[src/rtl/dkong_wram_arb.sv]
// Port A arbiter for the sprite work RAM. The Z80 has priority and the hiscore
// engine takes idle cycles. A starved hiscore request steals one CPU phase by
// pulling WAIT_n low.
module dkong_wram_arb #(
    parameter int unsigned STARVE_LIMIT = 64
) (
    input  logic       I_CLK,
    input  logic       I_RESET,
    input  logic       I_CLK_EN_P,
    input  logic [9:0] I_CPU_A,
    input  logic [7:0] I_CPU_D,
    input  logic       I_CPU_CS_n,
    input  logic       I_CPU_RD_n,
    input  logic       I_CPU_WR_n,
    output logic [7:0] O_CPU_D,
    output logic       O_CPU_WAIT_n,
    input  logic       I_HS_REQ,
    input  logic       I_HS_WE,
    input  logic [9:0] I_HS_A,
    input  logic [7:0] I_HS_D,
    output logic       O_HS_ACK,
    output logic [7:0] O_HS_D,
    output logic [9:0] O_RAM_A,
    output logic [7:0] O_RAM_D,
    output logic       O_RAM_CE,
    output logic       O_RAM_WE,
    input  logic [7:0] I_RAM_Q
);

    typedef enum logic [1:0] {StIdle, StSteal, StHsIssue, StHsAck} state_t;

    localparam logic [7:0] Limit = 8'(STARVE_LIMIT);

    state_t     state_q, state_d;
    logic [7:0] starve_cnt_q, starve_cnt_d;
    logic [7:0] starve_inc;
    logic       stolen_q, stolen_d;   // current HS slot was forced via WAIT_n
    logic       hs_we_q, hs_we_d;     // direction of the access being acknowledged
    logic       rd_own_q, rd_own_d;   // CPU owned the port for a read last clock
    logic       cpu_act;
    logic       hs_own;

    assign cpu_act    = ~I_CPU_CS_n & (~I_CPU_RD_n | ~I_CPU_WR_n);
    assign hs_own     = (state_q == StHsIssue);
    assign starve_inc = (starve_cnt_q < Limit) ? starve_cnt_q + 8'd1 : starve_cnt_q;

    // Next-state logic for the hiscore slot scheduler.
    always_comb begin
        state_d      = state_q;
        starve_cnt_d = starve_cnt_q;
        stolen_d     = stolen_q;
        hs_we_d      = hs_we_q;
        unique case (state_q)
            StIdle: begin
                if (!I_HS_REQ) begin
                    starve_cnt_d = 8'd0;
                end else if (!cpu_act) begin
                    state_d  = StHsIssue;
                    stolen_d = 1'b0;
                end else begin
                    starve_cnt_d = starve_inc;
                    if (starve_inc == Limit) begin
                        state_d = StSteal;
                    end
                end
            end
            StSteal: begin
                // A dropped request is abandoned even if the phase enable is here.
                if (!I_HS_REQ) begin
                    state_d      = StIdle;
                    starve_cnt_d = 8'd0;
                end else if (I_CLK_EN_P) begin
                    state_d  = StHsIssue;
                    stolen_d = 1'b1;
                end
            end
            StHsIssue: begin
                state_d = StHsAck;
                hs_we_d = I_HS_WE;
            end
            StHsAck: begin
                state_d      = StIdle;
                starve_cnt_d = 8'd0;
                stolen_d     = 1'b0;
            end
            default: state_d = StIdle;
        endcase
    end

    // CPU read ownership for the 1-clock RAM read latency.
    always_comb begin
        rd_own_d = ~hs_own & cpu_act & I_CPU_WR_n;
    end

    // State registers with synchronous reset.
    always_ff @(posedge I_CLK) begin
        if (I_RESET) begin
            state_q      <= StIdle;
            starve_cnt_q <= 8'd0;
            stolen_q     <= 1'b0;
            hs_we_q      <= 1'b0;
            rd_own_q     <= 1'b0;
        end else begin
            state_q      <= state_d;
            starve_cnt_q <= starve_cnt_d;
            stolen_q     <= stolen_d;
            hs_we_q      <= hs_we_d;
            rd_own_q     <= rd_own_d;
        end
    end

    // Owner mux and bus-side outputs.
    always_comb begin
        O_RAM_A  = I_CPU_A;
        O_RAM_D  = I_CPU_D;
        O_RAM_CE = cpu_act;
        O_RAM_WE = cpu_act & ~I_CPU_WR_n;
        if (hs_own) begin
            O_RAM_A  = I_HS_A;
            O_RAM_D  = I_HS_D;
            O_RAM_CE = 1'b1;
            O_RAM_WE = I_HS_WE;
        end
        O_CPU_WAIT_n = ~((state_q == StSteal) | (hs_own & stolen_q));
        O_HS_ACK     = (state_q == StHsAck);
        O_HS_D       = (O_HS_ACK & ~hs_we_q) ? I_RAM_Q : 8'h00;
        O_CPU_D      = (rd_own_q & cpu_act & ~I_CPU_RD_n) ? I_RAM_Q : 8'h00;
    end

endmodule

[config.mk]
export PLATFORM = sky130hd
export DESIGN_NAME = dkong_wram_arb
export DESIGN_NICKNAME = d
export VERILOG_FILES = /design/src/rtl/dkong_wram_arb.sv
export SDC_FILE = /design/constraint.sdc
export NUM_CORES = 1
export LEC_CHECK = 0
export ABC_CLOCK_PERIOD_IN_PS = 1800
export CORE_MARGIN = 3
export CORE_UTILIZATION = 30
export CTS_CLUSTER_SIZE = 14
export DETAILED_ROUTE_END_ITERATION = 8
export PLACE_DENSITY_LB_ADDON = 0.15
export SETUP_SLACK_MARGIN = 0.4
export SLEW_MARGIN = 30
export SYNTH_ARGS = -nofsm -noshare
export SYNTH_HDL_FRONTEND = slang
export SYNTH_SLANG_ARGS = --single-unit
[constraint.sdc]
create_clock -name I_CLK -period 1.8 [get_ports I_CLK]
set_clock_uncertainty 0.2 [all_clocks]
set_input_delay 0.36 -clock I_CLK [delete_from_list [all_inputs] [get_ports I_CLK]]
set_output_delay 0.36 -clock I_CLK [all_outputs]
set_load 0.01 [all_outputs]
[Word-level counts from Yosys, hierarchy flattened]
Cells that the tools add are included.
Operators by class
  add/sub/neg operators: 1
  $mul: 0
  divide/modulo/power cells: 0
  magnitude comparators: 1
  eq/ne operators: 12
  shifts and indexed selects: 0
  multiplexer cells: 22
  bitwise logic cells: 16
  reductions and logical operators: 5
Operators by type and width (count)
  $mux W8: 7
  $pmux W8 S3: 1
  $mux W10: 1
  $mux W2: 5
  $ne A2 B2 Y1 const B: 5
  $ne A3 B3 Y1 const B: 3
  $add A8 B1 Y8 const B: 1
  $and A1 B1 Y1: 8
  $eq A8 B7 Y1 const B: 1
  $lt A8 B7 Y1 const B: 1
  $pmux W2 S4: 1
  $mux W1: 6
  $not A1 Y1: 6
  $reduce_and A3 Y1: 2
  $reduce_and A5 Y1: 1
  $eq A2 B2 Y1 const B: 2
  $pmux W1 S3: 1
  $reduce_bool A3 Y1: 1
  $eq A2 B1 Y1 const B: 1
  $logic_not A2 Y1: 1
  $or A1 B1 Y1: 2
Storage, ports and cells
  register bits: 13
  bits in latches: 0
  bits in writable memories: 0
  ROM bits: 0
  input port bits: 52
  output and inout port bits: 38
  word-level logic and storage cells: 62
  memories: 0

[Longest topological paths before layout]
  word-level depth: 7
  gate-level depth with buffers: 6
  mapped depth without buffers: 5

[Worst setup path before layout]
Ideal clock, no wire load.
  path type: register to output
  start: reg state_q[0]
  end: out O_RAM_WE
  data arrival time: 1.291 ns
  required time: 1.240 ns
  path slack: -0.051 ns
  stages on the path, launching flop included: 6
  path buffers: 3
  path through: dfxtp_1 clkbuf_1 nor2b_1 buf_2 buf_2 o31ai_1
On the way
  longest elaborated chain between the ends: 2
RTL lines
  from (decl): line 34  | state_t state_q, state_d;
  from (signal assigned): line 98  | state_q <= StIdle;
  from (signal assigned): line 104  | state_q <= state_d;
  $eq A2 B2 Y1: line 44  | assign hs_own = (state_q == StHsIssue);
  $mux W1: line 118  | if (hs_own) begin
  to (decl): line 26  | output logic O_RAM_WE,
Every way passes these cells.

[Worst setup path after layout]
  start: reg state_q[1]
  end: reg starve_cnt_q[4]
On the way
  longest elaborated chain between the ends: 3
  elaborated cells on any way between the ends: 8
  those cells by class: 4 x eq/ne; 1 x mux; 3 x reduce/logical
RTL lines
  $eq A2 B1 Y1 (tied with other cells): line 53  | unique case (state_q)
  $ne A2 B2 Y1 (no line) (tied with other cells)
  $reduce_and A3 Y1 (no line)
  to (signal assigned): line 105  | starve_cnt_q <= starve_cnt_d;
  to (decl): line 35  | logic [7:0] starve_cnt_q, starve_cnt_d;
Parallel ways exist; a longest one is shown, timed or not.
A chain may end at the register's enable or synchronous reset.

==> impl_results.md <==
* CTS H-tree depth at 1
* Synth area leader: dfxtp_1
* Worst-skew pair later-pin latency at 250 ps
* Crit Path Max Fanout at 4
* CTS Buf Count at 3
* Vias/cell at 6.07
* Syn-to-layout area delta at 191%
* Ports at 90
* Std-Cell Rows at 21
* CP max stage delay at 350 ps
* Port Buffers at 89
* Vias at 2,252
* Synth top area share at 22.8%
* Post-DP HPWL at 3.55 mm
* Syn Area/Cell at 6.49 um^2
* Top_reg_cell synth: dfxtp_1
* Layout net count at 379
* Post-synth EDFFs at 0
* Clock Path Buffers at 2
* Status: finished with violations
* Largest net degree at the start of global routing at 14
* Final hold vios at 0
* Final period util at 121%
* Vias in the first global route at 1,908
* Initial antenna violation count at 0
* Worst vdd ir at 469 uV
* Drc violations at 0
* Asr flop ratio synth at 0%
* Cells after synthesis at 176
* DR WL/cell at 26.1 um
* DRT Pass-1 Iters at 4
* WHS at 335 ps
* Synth area leaders: dfxtp_1 (23%), nand2_1 (20%), and2_1 (9.3%)
* Starting density of the core at 32.7%
* Root Buffer: clkbuf_8
* Final WL at 9.67 mm
* Yosys reg bits at 13
* Slowest cell on the critical path: or3_1
* P per Cell Area at 445 mW/mm^2
* Post-synth cell types at 40
* Layout cell share with drive strength beyond 1 at 67.1%
* Leakage at 1.47 nW
* Critical Path Most Common Cell: buf_6
* Most common library cells after synthesis: nand2_1 (61), and2_1 (17), a21oi_1 (14)
* CTS tree: built
* Nature of the critical path startpoint: register
* Final GP Congestion at 0.815
* Yosys warns at 0
* Most frequent cell after synthesis: nand2_1
* Arr. time, crit path at 2140 ps
* Failing checks: setup timing
* Core ar. at 0.00349 mm^2
* Antenna Cells at 0
* Slew margin rel. at 73.3%
* Worst EP required at 1750 ps
* Worst-margin pin slew at 397 ps
* Total track usage at 28.9%
* Die Wd at 67.7 um
* Die H at 67.7 um
* Setup_tns at -7910 ps
* Worst setup margin at -382 ps
* Achievable Freq at 0.458 GHz
* First-pass GRT wire length at 9.84 mm
* Hold WC Path Type: register to register
* Setup CP Type: register to register
* Delay-heaviest family, CP: simple AND/OR/NAND/NOR gates
* Clock tree sinks at 13
* Die footprint at 0.00458 mm^2
* Max Cap Viol at 0
* Post-synthesis sequential area ratio at 22.8%
* Critical Path, Cell by Cell: buf_6 > buf_4 > buf_6 > buf_6 > buf_8 > nand2b_4 > or2_1 > or3_1 > a21oi_1
* Post-DRT Antenna Nets at 0
* Fin. max-slew vios at 0
* Fin crit period at 2180 ps
* Crit path capture type: register
* Worst-path clk slew at 60 ps
* Number of buffers and inverters on the critical path at 5
* Post-Syn Nets at 229
* RSZ-0062 raised after global routing: true
* Mapped Area at 0.00114 mm^2
* Drt initial violations at 223
* Setup violators final at 46
* Congestion Overflow GR at 0
==> sequential cells by signal, summed over array words and instances, names as in the netlist <==
signal	count
rd_own_q	1
starve_cnt_q	8
state_q	2
stolen_q	1
hs_we_q	1
==> power breakdown <==
part | switching [W] | internal (W)
clock | 0.000121 | 0.000153
combinational | 0.000396 | 0.000503
sequential | 0.0000113 | 0.000292
total | 0.000528 | 0.000948
==> timing repair <==
| item | 4_1_cts | 5_1_grt |
|---|---|---|
| gates cloned | 3 | 0 |
| setup buffers | 31 | 9 |
| resized for setup | 277 | 66 |
| endpoints found under the setup margin | 50 | 51 |
| hold buffers | 0 | 0 |
| pin swaps | 38 | 29 |
==> placed cells by master, fill, tap and decap left out, types with 2 or more instances in the layout <==
master	count
nand2b_4	2
nor3b_4	2
buf_8	3
nor3_1	2
or3_1	2
nand2_2	36
dfxtp_1	6
buf_12	4
inv_1	2
a21o_2	2
and2_4	17
nor4b_4	2
nor2_1	4
dfxtp_2	3
o21ai_0	2
dlygate4sd2_1	2
buf_6	67
nand3_1	2
buf_16	3
a21oi_2	4
a21oi_1	9
clkbuf_8	3
buf_4	21
nor2b_4	4
nand2_1	14
clkdlybuf4s50_1	46
dfxtp_4	4
a21o_1	2
buf_2	8
nand2_4	11
nand4b_1	3
==> through the flow <==
| step | utilization, % | std cells | cell area (um^2) | setup slack [ps] | total power, W |
|---|---|---|---|---|---|
| 2_1_floorplan | - | 176 | 1290 | 168 | 0.000516 |
| 3_3_place_gp | 67.4 | 324 | 2350 | -525 | 0.000812 |
| 3_5_place_dp | 67.4 | 324 | 2350 | -598 | 0.000814 |
| 4_1_cts | 85.2 | 362 | 2980 | -203 | 0.00128 |
| 5_1_grt | 95.0 | 371 | 3320 | -422 | 0.00152 |
| 6_report | 95.0 | 371 | 3320 | -382 | 0.00148 |
==> tightest hold or removal path, delay by kind of cell, from the launching register on <==
kind	cells	cell delay (ps)
compound gates	1	50
simple gates	1	90
flops	1	350
==> area by class of cell <==
type	count	area (um^2)
Clock buffer	3	41.3
Clock inverter	1	5.00
Fill cell	94	175
Inverter	3	11.3
Multi-Input combinational cell	150	1280
Sequential cell	13	279
Tap cell	46	57.6
Timing Repair Buffer	155	1650
==> routing by layer <==
layer	GRT usage, %	up-vias	part of all wire, %	wire length (um)
li1	-	906	-	-
met1	30.9	1057	33	3190
met3	6.82	74	10	982
met2	53.8	215	49	4760
met4	11.4	0	7.7	748
met5	0	-	0	0
==> kinds of logic (layout without fill, tap and decap cells) <==
logic type / count (synthesis) / in the layout / synth area share [%]
AO/OA/AOI/OAI: 34 / 34 / 20.4
AND/OR/NAND/NOR: 114 / 114 / 50.2
adder cells (fa/ha/maj): 1 / 1 / 1.10
multiplexers: 1 / 1 / 0.876
buffers and inverters: 13 / 162 / 4.71
flip-flops: 13 / 13 / 22.8
==> worst paths after layout <==
| kind | slack, ps | start | to | depth (start not counted) |
|---|---|---|---|---|
| worst max-delay path | -380 | state_q[1]$_SDFFE_PP0P_ | starve_cnt_q[4]$_SDFFE_PP0P_ | 9 |
| worst min-delay path | 340 | hs_we_q$_SDFFE_PP0P_ | hs_we_q$_SDFFE_PP0P_ | 2 |
| worst max register to register | -380 | state_q[1]$_SDFFE_PP0P_ | starve_cnt_q[4]$_SDFFE_PP0P_ | 9 |
| worst min register to register | 340 | hs_we_q$_SDFFE_PP0P_ | hs_we_q$_SDFFE_PP0P_ | 2 |
(Power assumes the default switching activity.)
